--- config.mk ---
export PLATFORM = sky130hd
export DESIGN_NAME = dm_write_tracer
export DESIGN_NICKNAME = d
export VERILOG_FILES = /design/src/rtl/dm_write_tracer.sv
export SDC_FILE = /design/constraint.sdc
export NUM_CORES = 1
export LEC_CHECK = 0
export ABC_AREA = 1
export CORE_UTILIZATION = 48
export CTS_CLUSTER_DIAMETER = 30
export DETAILED_ROUTE_END_ITERATION = 8
export PLACE_DENSITY = 0.65
export SLEW_MARGIN = 20
export SYNTH_ARGS = -nofsm -noshare
export SYNTH_HDL_FRONTEND = slang
export SYNTH_SLANG_ARGS = --single-unit
--- constraint.sdc ---
create_clock -name CLOCK_50 -period 20 [get_ports CLOCK_50]
set_input_delay 2 -clock CLOCK_50 [delete_from_list [all_inputs] [get_ports CLOCK_50]]
set_output_delay 2 -clock CLOCK_50 [all_outputs]
set_load 0.05 [all_outputs]
--- src/rtl/dm_write_tracer.sv ---
// dm_write_tracer: passive observer of the data-memory write port.
// Every store seen while trace_en is high is captured into a first-word-
// fall-through FIFO and drained over a valid/ready stream. The processor is
// never stalled: stores that find the FIFO full are dropped, flagged by the
// sticky overflow bit and counted in a saturating drop counter.
// Optional feature macro: TRACE_TIMESTAMP_EN adds a free-running cycle
// counter, a per-entry timestamp and the tr_ts output port.
module dm_write_tracer #(
    parameter int N     = 64,
    parameter int DEPTH = 8
`ifdef TRACE_TIMESTAMP_EN
    ,
    parameter int TS_W  = 32
`endif
) (
    input  logic                     CLOCK_50,
    input  logic                     reset,
    input  logic                     trace_en,
    input  logic                     DM_writeEnable,
    input  logic [N-1:0]             DM_addr,
    input  logic [N-1:0]             DM_writeData,
    output logic                     tr_valid,
    input  logic                     tr_ready,
    output logic [N-1:0]             tr_addr,
    output logic [N-1:0]             tr_data,
    output logic [$clog2(DEPTH):0]   tr_count,
    output logic                     overflow,
    output logic [15:0]              drop_cnt
`ifdef TRACE_TIMESTAMP_EN
    ,
    output logic [TS_W-1:0]          tr_ts
`endif
);

    localparam int          PW     = $clog2(DEPTH);
    localparam logic [PW:0] FULL_C = (PW+1)'(DEPTH);

    logic [N-1:0]  addr_mem_r [DEPTH];
    logic [N-1:0]  data_mem_r [DEPTH];
    logic [PW-1:0] wr_ptr_r;
    logic [PW-1:0] rd_ptr_r;
    logic [PW:0]   count_r;
    logic          overflow_r;
    logic [15:0]   drop_cnt_r;

    logic push_s;
    logic pop_s;
    logic full_s;
    logic wr_ok_s;
    logic drop_s;

    // A pop frees a slot in the same cycle, so a full FIFO still accepts a
    // store when the consumer takes the head on that edge.
    assign push_s  = trace_en & DM_writeEnable;
    assign pop_s   = tr_valid & tr_ready;
    assign full_s  = (count_r == FULL_C);
    assign wr_ok_s = push_s & (~full_s | pop_s);
    assign drop_s  = push_s & full_s & ~pop_s;

    assign tr_valid = (count_r != {(PW+1){1'b0}});
    assign tr_count = count_r;
    assign overflow = overflow_r;
    assign drop_cnt = drop_cnt_r;

    // Entry storage; contents need no reset because tr_valid gates every read.
    always_ff @(posedge CLOCK_50) begin
        if (wr_ok_s) begin
            addr_mem_r[wr_ptr_r] <= DM_addr;
            data_mem_r[wr_ptr_r] <= DM_writeData;
        end
    end

    // Pointers, occupancy and drop bookkeeping.
    always_ff @(posedge CLOCK_50) begin
        if (reset) begin
            wr_ptr_r   <= {PW{1'b0}};
            rd_ptr_r   <= {PW{1'b0}};
            count_r    <= {(PW+1){1'b0}};
            overflow_r <= 1'b0;
            drop_cnt_r <= 16'h0000;
        end else begin
            if (wr_ok_s) begin
                wr_ptr_r <= wr_ptr_r + PW'(1);
            end
            if (pop_s) begin
                rd_ptr_r <= rd_ptr_r + PW'(1);
            end
            case ({wr_ok_s, pop_s})
                2'b10:   count_r <= count_r + (PW+1)'(1);
                2'b01:   count_r <= count_r - (PW+1)'(1);
                default: count_r <= count_r;
            endcase
            if (drop_s) begin
                overflow_r <= 1'b1;
                if (drop_cnt_r != 16'hFFFF) begin
                    drop_cnt_r <= drop_cnt_r + 16'h0001;
                end
            end
        end
    end

    // Head entry presented straight from storage, zeroed while empty.
    always_comb begin
        tr_addr = {N{1'b0}};
        tr_data = {N{1'b0}};
        if (tr_valid) begin
            tr_addr = addr_mem_r[rd_ptr_r];
            tr_data = data_mem_r[rd_ptr_r];
        end else begin
            tr_addr = {N{1'b0}};
            tr_data = {N{1'b0}};
        end
    end

`ifdef TRACE_TIMESTAMP_EN
    logic [TS_W-1:0] ts_cnt_r;
    logic [TS_W-1:0] ts_mem_r [DEPTH];

    // Free-running cycle counter, wraps naturally.
    always_ff @(posedge CLOCK_50) begin
        if (reset) begin
            ts_cnt_r <= {TS_W{1'b0}};
        end else begin
            ts_cnt_r <= ts_cnt_r + TS_W'(1);
        end
    end

    // Each accepted store records the counter value of its push edge.
    always_ff @(posedge CLOCK_50) begin
        if (wr_ok_s) begin
            ts_mem_r[wr_ptr_r] <= ts_cnt_r;
        end
    end

    // Head timestamp, zeroed while empty.
    always_comb begin
        tr_ts = {TS_W{1'b0}};
        if (tr_valid) begin
            tr_ts = ts_mem_r[rd_ptr_r];
        end else begin
            tr_ts = {TS_W{1'b0}};
        end
    end
`endif

endmodule

[Yosys cells after proc, flatten, opt, wreduce, memory -nomap -nowiden]
Memory sizes are Yosys's and may differ from the RTL's. A register that Yosys moved wholly into a read port is not among the register bits.
Index checks and enable logic that the tools add are counted.
Operators by class
  bitwise gates (word level): 8
  $add $sub $neg: 5
  equality and inequality tests: 4
  reductions and logical operators: 3
  multiplexer cells: 9
Operators with widths (number)
  $mux 64: 2
  $add 16x1->16 const B: 1
  $ne 16x16->1 const B: 1
  $mux 3: 4
  $pmux 4 s2: 1
  $add 3x1->3 const B: 2
  $and 1x1->1: 5
  $add 4x1->4 const B: 1
  $eq 4x4->1 const B: 1
  $reduce_bool 4->1: 1
  $sub 4x1->4 const B: 1
  $eq 2x1->1 const B: 1
  $eq 2x2->1 const B: 1
  $mux 1: 2
  $not 1->1: 2
  $reduce_and 2->1: 1
  $reduce_bool 2->1: 1
  $or 1x1->1: 1
Storage, ports and cells
  word-level logic and storage cells: 36
  bits in writable memories: 1024
  register bits after elaboration: 27
  memories: 2
  output and inout bits: 150
Memories
  addr_mem_r: depth 8, bits a word 64, read ports 1, clocked after Yosys merged registers in 1, write ports 1, line 38  | logic [N-1:0] addr_mem_r [DEPTH];
  data_mem_r: depth 8, bits a word 64, read ports 1, clocked after Yosys merged registers in 1, write ports 1, line 39  | logic [N-1:0] data_mem_r [DEPTH];

[Longest topological paths before layout]
Gate-level depths: netlist (run 1).
  depth after elaboration: 6
  depth in mapped cells: 12
  depth with buffers taken out: 12

[Least setup slack after synthesis (run 1)]
Ideal clock, no wire load.
  path type: input-to-reg
  start point: input port trace_en
  end point: memory addr_mem_r[0][0], enable pin
  library setup time: 0.617 ns
  data required time: 19.383 ns
  buffers on the path: 0
  stages: 6
  setup slack: 11.581 ns
  data arrival time: 7.802 ns
  cell sequence: nand2_1 > inv_1 > nand2_1 > inv_1 > nand2_1 > nor2_1
On the way
  word-level cells in the longest chain between the ends: 4
RTL lines
  start: declaration: line 18  | input logic trace_en,
  $and 1x1->1: line 54  | assign push_s = trace_en & DM_writeEnable;
  $and 1x1->1: line 57  | assign wr_ok_s = push_s & (~full_s | pop_s);
  $mux 1: line 67  | if (wr_ok_s) begin
  $mux 1 (implied by the code): line 68  | addr_mem_r[wr_ptr_r] <= DM_addr;
  end: declaration: line 38
Every way passes these cells.

==> run_results.csv, run 1 <==
group,metric,value,unit
outcome,status,"completed",
route,drc,0,
timing,finalCritPeriodShare,0.3969,
timing,setup_violations,0,
final_layout,num-fill-cells,6400,
pwr,cellLeakagePower,0.01724,uW
worst_setup_path,crit_path_start_kind,"register",
timing,fin_skew,0.03417,ns
worst_setup_path,crit_arrival,5.94,ns
clock_tree,cts.path.max_buffers,3,
yosys,yosysSeqAreaShare,0.7511,
die,rows,107,
pwr,power_density,150.2,nW/um^2
timing,drv_slew,0,
final_layout,final_common_cell,"edfxtp_1",
route,dr.pass1.iters,5,
clock_tree,cts_root_buf,"clkbuf_16",
clock_tree,cts-buffers-inserted,196,
timing,rsz0062_at_grt,"no",
die,io_pins,283,
worst_setup_path,cp_max_fo,85,
clock_tree,htreeDepth,4,
worst_hold_path,hold_path_startpoint,"rd_ptr_r[2]",
final_layout,layout.nets,3588,
worst_setup_path,rrSetupSlack,15.63,ns
clock_tree,clk_latency,0.77,ns
final_layout,mostFrequentLayoutCells,"edfxtp_1 (1024), nor2_1 (800), o21ai_0 (538), clkdlybuf4s50_1 (282), clkbuf_16 (197)",
timing,hold_viol,0,
placed_design,io_buffers,282,
final_layout,area_delta_synth_final,24.46,%
grt,grt_first_pass_wirelength,154300,um
worst_setup_path,endpoint_kind,"primary output",
worst_setup_path,r2r_end,"data_mem_r[6][40]",
route,wl,100500,um
yosys,yosysWarnings,0,
route,drtAntennaViolNets,0,
die,die_w,296.9,um
timing,min_period,7.938,ns
die,dieArea,88140,um^2
route,drtIter0Drc,2021,
timing,fmax,126.0,MHz
final_layout,multi_input_area,9200,um^2
timing,slew_headroom,0.2170,
yosys,syn_area_per_cell,13.26,um^2
yosys,ys_ff_latch,1054,
route,wl_per_cell,21.06,um
worst_hold_path,hp-class,"reg -> reg",
final_layout,regArea,31360,um^2
clock_tree,cts_tree,"done",
worst_setup_path,reg2regPathDepth,10,
yosys,syn-cell-area,41740,um^2
grt,grt_max_degree,256,
timing,setup_tns,0,ns
route,vias_per_cell,5.555,
worst_setup_path,cp_data_required_time,18.00,ns
placed_design,dp.cells,4397,
route,num_vias,26520,
worst_setup_path,path_class,"reg -> out",
die,start_util,0.4872,
die,core_area,85680,um^2
die,die_y,296.9,um
clock_tree,clock_sinks,1054,
clock_tree,post_cts_resized,0,
yosys,synth_cell_types,28,
timing,worst_pin_slew,1.175,ns
worst_setup_path,endpoint,"tr_data[47]",
yosys,synthCells,3148,
grt,grt_pass1_vias,26890,
final_layout,drive_gt1_frac,0.1016,
worst_setup_path,crit_path_max_incr_delay,0.90,ns
clock_tree,cts_setup_buffers,0,
grt,grt.total_usage,0.2275,
placed_design,dp_hpwl,46800,um
pwr,ir_drop,137.0,uV
final_layout,final_cells,4773,
worst_setup_path,crit_chain,"buf_4, buf_4, buf_4, o21ai_0, o21ai_0, o21ai_0, nor2_1, clkdlybuf4s50_1",
yosys,synth_fp_nets,3285,
worst_setup_path,slowest_stage,"buf_4",
clock_tree,cts_hold_buf,0,
clock_tree,path_clk_slew,0.05,ns
worst_setup_path,timing.rr.start,"tr_count[1]",
grt,antenna_found_initial,14,
placed_design,routabilityCongestion,0.7929,
job,drv_cap,0,
grt,grt_overflow,0,
[critical path: cells and delay by family, from the launching register on]
kind / cells / cell delay, ns
DFF: 1 / 0.85
and+or+nand+nor: 1 / 0.25
buffers and inverters: 4 / 3.34
AOI/OAI and AO/OA: 3 / 0.50
[state kept, by name (all words and copies together) (netlist names), named ones only]
signal and flops:
addr_mem_r 512, data_mem_r 512, drop_cnt 16, overflow 1, rd_ptr_r 3, tr_count 4
wr_ptr_r 3
[power breakdown]
part | switching [uW] | leakage, uW | internal, uW
clock network | 1150 | 0.00324 | 2100
logic | 1430 | 0.00450 | 607
registers | 41.9 | 0.00949 | 2470
[per-stage QoR]
stage	total power, uW	utilization	setup slack, ns	area, um^2	hold WS (ns)
floorplan	3976	-	11.58	41740	0.4334
global placement	4555	0.5277	12.96	45210	0.4349
detailed placement	4586	0.5277	12.90	45210	0.4480
CTS	7859	0.6061	12.04	51930	0.4607
global route	8112	0.6063	11.68	51950	0.4992
finish	7804	0.6063	12.06	51950	0.4594
[cells by family (layout without fill, tap and decap cells)]
family / count (synthesis) / after routing / synth area share
xor gates and xnor gates: 10 / 10 / 0.002098
AOI/OAI and AO/OA: 800 / 800 / 0.09976
adders and majority gates: 4 / 4 / 0.001199
DFF: 1054 / 1054 / 0.7511
buffers and inverters: 228 / 703 / 0.03015
other: 0 / 6 / 0
muxes: 128 / 128 / 0.03069
and+or+nand+nor: 924 / 924 / 0.08504
[synth_stat cells]
| cell type | instances | area, um^2 |
|---|---|---|
| buf_2 | 30 | 150.1 |
| buf_8 | 2 | 30.03 |
| mux2i_1 | 128 | 1281 |
| o21ai_1 | 111 | 555.5 |
| nand2_1 | 83 | 311.6 |
| nor3_2 | 1 | 10.01 |
| xor2_1 | 5 | 43.79 |
| o22ai_1 | 128 | 800.8 |
| nor2_1 | 808 | 3033 |
| clkbuf_2 | 1 | 5.000 |
| nand4_1 | 8 | 50.05 |
| buf_12 | 9 | 180.2 |
| o21ai_0 | 538 | 2693 |
| ha_1 | 4 | 50.05 |
| a21oi_1 | 23 | 115.1 |
| nor2_4 | 1 | 11.26 |
| inv_2 | 2 | 7.510 |
| buf_6 | 4 | 45.04 |
| nand3_1 | 21 | 105.1 |
| edfxtp_1 | 1024 | 30750 |
| buf_1 | 4 | 15.01 |
| dfxtp_1 | 30 | 600.6 |
| nand3_4 | 1 | 17.52 |
| clkbuf_1 | 108 | 405.4 |
| xnor2_1 | 5 | 43.79 |
| inv_1 | 24 | 90.09 |
| nand2_4 | 1 | 11.26 |
| buf_4 | 44 | 330.3 |
[worst min path at each step]
stage,end,slack [ns],cells after the start
6_report,register,0.46,2
5_1_grt,register,0.50,2
4_1_cts,register,0.46,2
3_5_place_dp,register,0.45,2
3_3_place_gp,register,0.43,2
2_1_floorplan,register,0.43,2
[area by class of cell]
class,instances,area share
Inverter,26,0.002071
Multi-Input combinational cell,1866,0.1771
Antenna cell,6,0.0002890
Sequential cell,1054,0.6037
Tap cell,1144,0.02755
Timing Repair Buffer,307,0.05994
Clock buffer,219,0.09648
Clock inverter,151,0.03292
[layer usage]
metal / share of wire / wire, um / track usage / vias to the layer above
li1: - / - / - / 12210
met1: 0.41 / 40800 / 0.2825 / 13120
met2: 0.50 / 49930 / 0.3801 / 961
met3: 0.071 / 7112 / 0.05764 / 204
met4: 0.025 / 2506 / 0.09291 / 20
met5: 0.0015 / 149 / 0 / -
No activity file was read; power rests on OpenSTA's default activity.
==> inputs of run 2 (changes only) <==
- clock period: 20 -> 7.75 ns (I/O delays scaled with it)
==> run_results.csv, run 2 (synthesized netlist as in run 1, its figures left out) <==
group,metric,value,unit
final_layout,multi_input_area,9200,um^2
pwr,cellLeakagePower,0.01731,uW
worst_setup_path,crit_chain,"buf_4, buf_4, nor2_1, nor2_1, o21ai_0, o21ai_0, o21ai_1, nor2_1, clkdlybuf4s50_1",
clock_tree,post_cts_resized,0,
worst_hold_path,min_path_cells,2,
placed_design,io_buffers,282,
die,core_area,85680,um^2
worst_setup_path,path_class,"reg -> out",
grt,grt.total_usage,0.2286,
clock_tree,clock_sinks,1054,
grt,grt_first_pass_wirelength,154500,um
grt,grt_pass1_vias,26570,
worst_hold_path,hp-class,"reg -> reg",
final_layout,layout.nets,3604,
die,die_y,296.9,um
placed_design,dp_hpwl,49500,um
timing,rsz0062_at_grt,"no",
worst_setup_path,reg2regPathDepth,10,
pwr,ir_drop,440.6,uV
placed_design,dp_slack,3.266,ns
worst_setup_path,crit_top_cell,"nor2_1",
worst_setup_path,cp_max_fo,67,
timing,finalCritPeriodShare,0.6932,
timing,hold_viol,0,
worst_setup_path,crit_path_max_incr_delay,0.88,ns
route,drtIter0Drc,2152,
grt,grt_max_degree,246,
timing,fin_skew,0.03355,ns
worst_setup_path,crit_arrival,4.60,ns
die,start_util,0.4872,
die,die_w,296.9,um
die,io_pins,283,
clock_tree,cts-buffers-inserted,201,
pwr,power_density,388.2,nW/um^2
timing,slew_headroom,0.1729,
route,dr.pass1.iters,6,
clock_tree,cts_root_buf,"clkbuf_16",
worst_setup_path,crit_path_start_kind,"register",
route,num_vias,26480,
timing,setup_tns,0,ns
final_layout,num-fill-cells,6448,
final_layout,regArea,31360,um^2
timing,drv_slew,0,
clock_tree,cts_setup_buffers,0,
worst_setup_path,slowest_stage,"clkdlybuf4s50_1",
final_layout,mostFrequentLayoutCells,"edfxtp_1 (1024), nor2_1 (800), o21ai_0 (538), clkdlybuf4s50_1 (282), clkbuf_16 (201)",
timing,fmax,186.1,MHz
timing,worst_pin_slew,1.241,ns
clock_tree,clk_latency,0.77,ns
route,wl_per_cell,21.17,um
worst_setup_path,endpoint_kind,"primary output",
final_layout,final_common_cell,"edfxtp_1",
grt,antenna_found_initial,18,
clock_tree,htreeDepth,4,
final_layout,drive_gt1_frac,0.09923,
timing,setup_violations,0,
route,drtAntennaViolNets,0,
route,vias_per_cell,5.526,
route,wl,101500,um
grt,grt_overflow,0,
timing,min_period,5.373,ns
placed_design,routabilityCongestion,0.8000,
clock_tree,cts.path.max_buffers,3,
timing,hold_slack,0.4631,ns
final_layout,area_delta_synth_final,24.87,%
timing,setup_slack,2.377,ns
die,rows,107,
clock_tree,path_clk_slew,0.05,ns
worst_setup_path,cp_data_required_time,6.97,ns
clock_tree,cts_hold_buf,0,
die,dieArea,88140,um^2
job,drv_cap,0,
route,drc,0,
clock_tree,cts_tree,"done",
outcome,status,"completed",
run 2: layout make-up:
type	instances	area share
diodes	10	0.0004801
clock buffers	245	0.1002
clock inverters	129	0.03027
inverters	26	0.002064
multi-input cells	1866	0.1765
flip-flops and latches	1054	0.6017
well taps	1144	0.02746
repair buffers	318	0.06126
run 2: where the power goes:
part           switching (uW)  total (uW)  internal [uW]
Sequential               83.3        6460           6380
Combinational            3740        5320           1580
Clock                    2880        8450           5570
run 2: layer usage:
layer,GRT usage,share of wire,vias up
li1,-,-,12240
met1,0.2847,0.40,13080
met2,0.3831,0.50,946
met3,0.05574,0.073,193
met4,0.09266,0.023,18
met5,0,0.0012,-
run 2: critical path, delay by kind of cell, from the launching register on:
kind	cells	cell delay [ns]
and+or+nand+nor	3	0.58
AOI/OAI and AO/OA	3	0.30
buffers and inverters	3	2.28
DFF	1	0.57
run 2: through the flow:
step | instance area [um^2] | cells | utilization | power [uW]
after floorplan | 41740 | 3148 | - | 10260
after global placement | 45290 | 4408 | 0.5286 | 11790
after global routing | 52120 | 4790 | 0.6083 | 21010
after detailed placement | 45290 | 4408 | 0.5286 | 11860
after CTS | 52100 | 4782 | 0.6080 | 20370
final | 52120 | 4792 | 0.6083 | 20240
run 2: worst paths after layout:
kind                from                 to  slack (ns)
min          rd_ptr_r[2]           register        0.46
max reg2reg  tr_count[0]  addr_mem_r[7][19]        4.38
max             register        tr_addr[57]        2.38
min reg2reg  rd_ptr_r[2]           register        0.46
==> inputs of run 3 (changes only) <==
- PLACE_DENSITY: 0.65 -> 0.68
- clock period: 7.75 -> 4.85 ns (I/O delays scaled with it)
==> run_results.csv, run 3 (synthesized netlist as in run 1, its figures left out) <==
group,metric,value,unit
pwr,p_int,21830,uW
timing,hold_viol,0,
grt,grt_overflow,0,
final_layout,fin_util,0.6118,
final_layout,fin_area,52420,um^2
clock_tree,post_cts_resized,0,
route,vias_per_cell,5.470,
worst_setup_path,crit_path_start_kind,"register",
timing,fin_skew,0.03425,ns
grt,grt.total_usage,0.2187,
timing,drv_slew,0,
placed_design,routabilityCongestion,0.8208,
placed_design,dpl-instance-area,45590,um^2
pwr,power_frac_comb,0.261,
pwr,seqPwrFrac,0.319,
timing,finalCritPeriodShare,0.9173,
worst_setup_path,cp_data_required_time,4.37,ns
timing,setup_slack,0.4009,ns
grt,grt_pass1_vias,26210,
clock_tree,clock_sinks,1054,
worst_setup_path,path_class,"reg -> out",
job,drv_cap,0,
grt,antenna_found_initial,12,
clock_tree,cts_setup_buffers,0,
placed_design,dp_slack,1.187,ns
die,die_y,296.9,um
timing,worst_pin_slew,1.051,ns
final_layout,drive_gt1_frac,0.1005,
clock_tree,path_clk_slew,0.05,ns
clock_tree,htreeDepth,4,
grt,grt_max_degree,140,
pwr,switchingPower,10600,uW
timing,hold_slack,0.4472,ns
die,core_area,85680,um^2
clock_tree,cts.path.max_buffers,3,
route,drtAntennaViolNets,0,
worst_setup_path,endpoint_kind,"primary output",
clock_tree,clk_latency,0.76,ns
final_layout,area_delta_synth_final,25.58,%
timing,setup_tns,0,ns
worst_setup_path,slowest_stage,"dfxtp_4",
worst_setup_path,crit_top_cell,"nor2_1",
die,rows,107,
route,num_vias,26190,
die,die_w,296.9,um
timing,fmax,224.8,MHz
timing,min_period,4.449,ns
die,dieArea,88140,um^2
pwr,ir_drop,484.1,uV
route,drc,0,
worst_setup_path,cp_max_fo,66,
timing,slew_headroom,0.2997,
clock_tree,cts_root_buf,"clkbuf_16",
pwr,switching_share,0.3268,
route,drtIter0Drc,1960,
pwr,p_clk_frac,0.419,
timing,rsz0062_at_grt,"no",
clock_tree,cts-buffers-inserted,199,
die,start_util,0.4872,
route,wl_per_cell,20.28,um
outcome,status,"completed",
route,wl,97080,um
pwr,power_density,618.7,nW/um^2
worst_setup_path,crit_path_max_incr_delay,0.85,ns
clock_tree,cts_tree,"done",
clock_tree,cts_hold_buf,0,
route,dr.pass1.iters,6,
grt,grt_first_pass_wirelength,148800,um
timing,setup_violations,0,
placed_design,io_buffers,282,
placed_design,dp_hpwl,46820,um
final_layout,mostFrequentLayoutCells,"edfxtp_1 (1024), nor2_1 (800), o21ai_0 (538), clkdlybuf4s50_1 (282), clkbuf_16 (200)",
final_layout,layout.nets,3610,
pwr,cellLeakagePower,0.01741,uW
worst_hold_path,hp-class,"in -> reg",
worst_setup_path,crit_chain,"buf_4, nor2_1, nor2_1, o21ai_0, o21ai_1, o21ai_0, nor2_1, clkdlybuf4s50_1",
final_layout,final_common_cell,"edfxtp_1",
die,io_pins,283,
worst_setup_path,crit_arrival,3.96,ns
run 3: critical path, delay by kind of cell (launching register included):
| family | cells | cell delay (ns) |
|---|---|---|
| buf+inv | 2 | 1.58 |
| flops | 1 | 0.85 |
| compound gates | 3 | 0.25 |
| simple gates | 3 | 0.47 |
run 3: worst paths after layout:
path	endpoint	from	slack [ns]	cells past startpoint
hold / removal	data_mem_r[1][46]	DM_writeData[46]	0.45	1
hold reg to reg	overflow	overflow	0.48	2
setup reg to reg	data_mem_r[2][47]	tr_count[0]	2.02	9
setup / recovery	tr_data[23]	register	0.40	8
run 3: metal layers:
metal / vias up / GRT usage / part of all wire
li1: 12270 / - / -
met1: 12830 / 0.2805 / 0.41
met2: 868 / 0.3614 / 0.49
met3: 205 / 0.04777 / 0.065
met4: 18 / 0.08898 / 0.026
met5: - / 0 / 0.0012
run 3: layout make-up:
class                      count  area [um^2]
fill                        6400        33260
sequential                  1054        31360
multi-input combinational   1866         9200
clock buffer                 224         5115
timing repair buffer         326         3491
clock inverter               144         1704
tap                         1144         1431
inverter                      26        107.6
antenna                        3        7.507
run 3: power by group through the flow:
stage	Combinational, uW	Clock [uW]	Sequential (uW)
6_report	8480	13600	10400
5_1_grt	9100	14200	10400
4_1_cts	8530	13800	10400
3_5_place_dp	8470	0	10500
3_3_place_gp	8400	0	10500
2_1_floorplan	5930	0	10500
run 3: through the flow:
step | power, uW | instances
2_1_floorplan | 16380 | 3148
6_report | 32430 | 4787
5_1_grt | 33710 | 4787
4_1_cts | 32660 | 4784
3_5_place_dp | 18990 | 4416
3_3_place_gp | 18910 | 4416
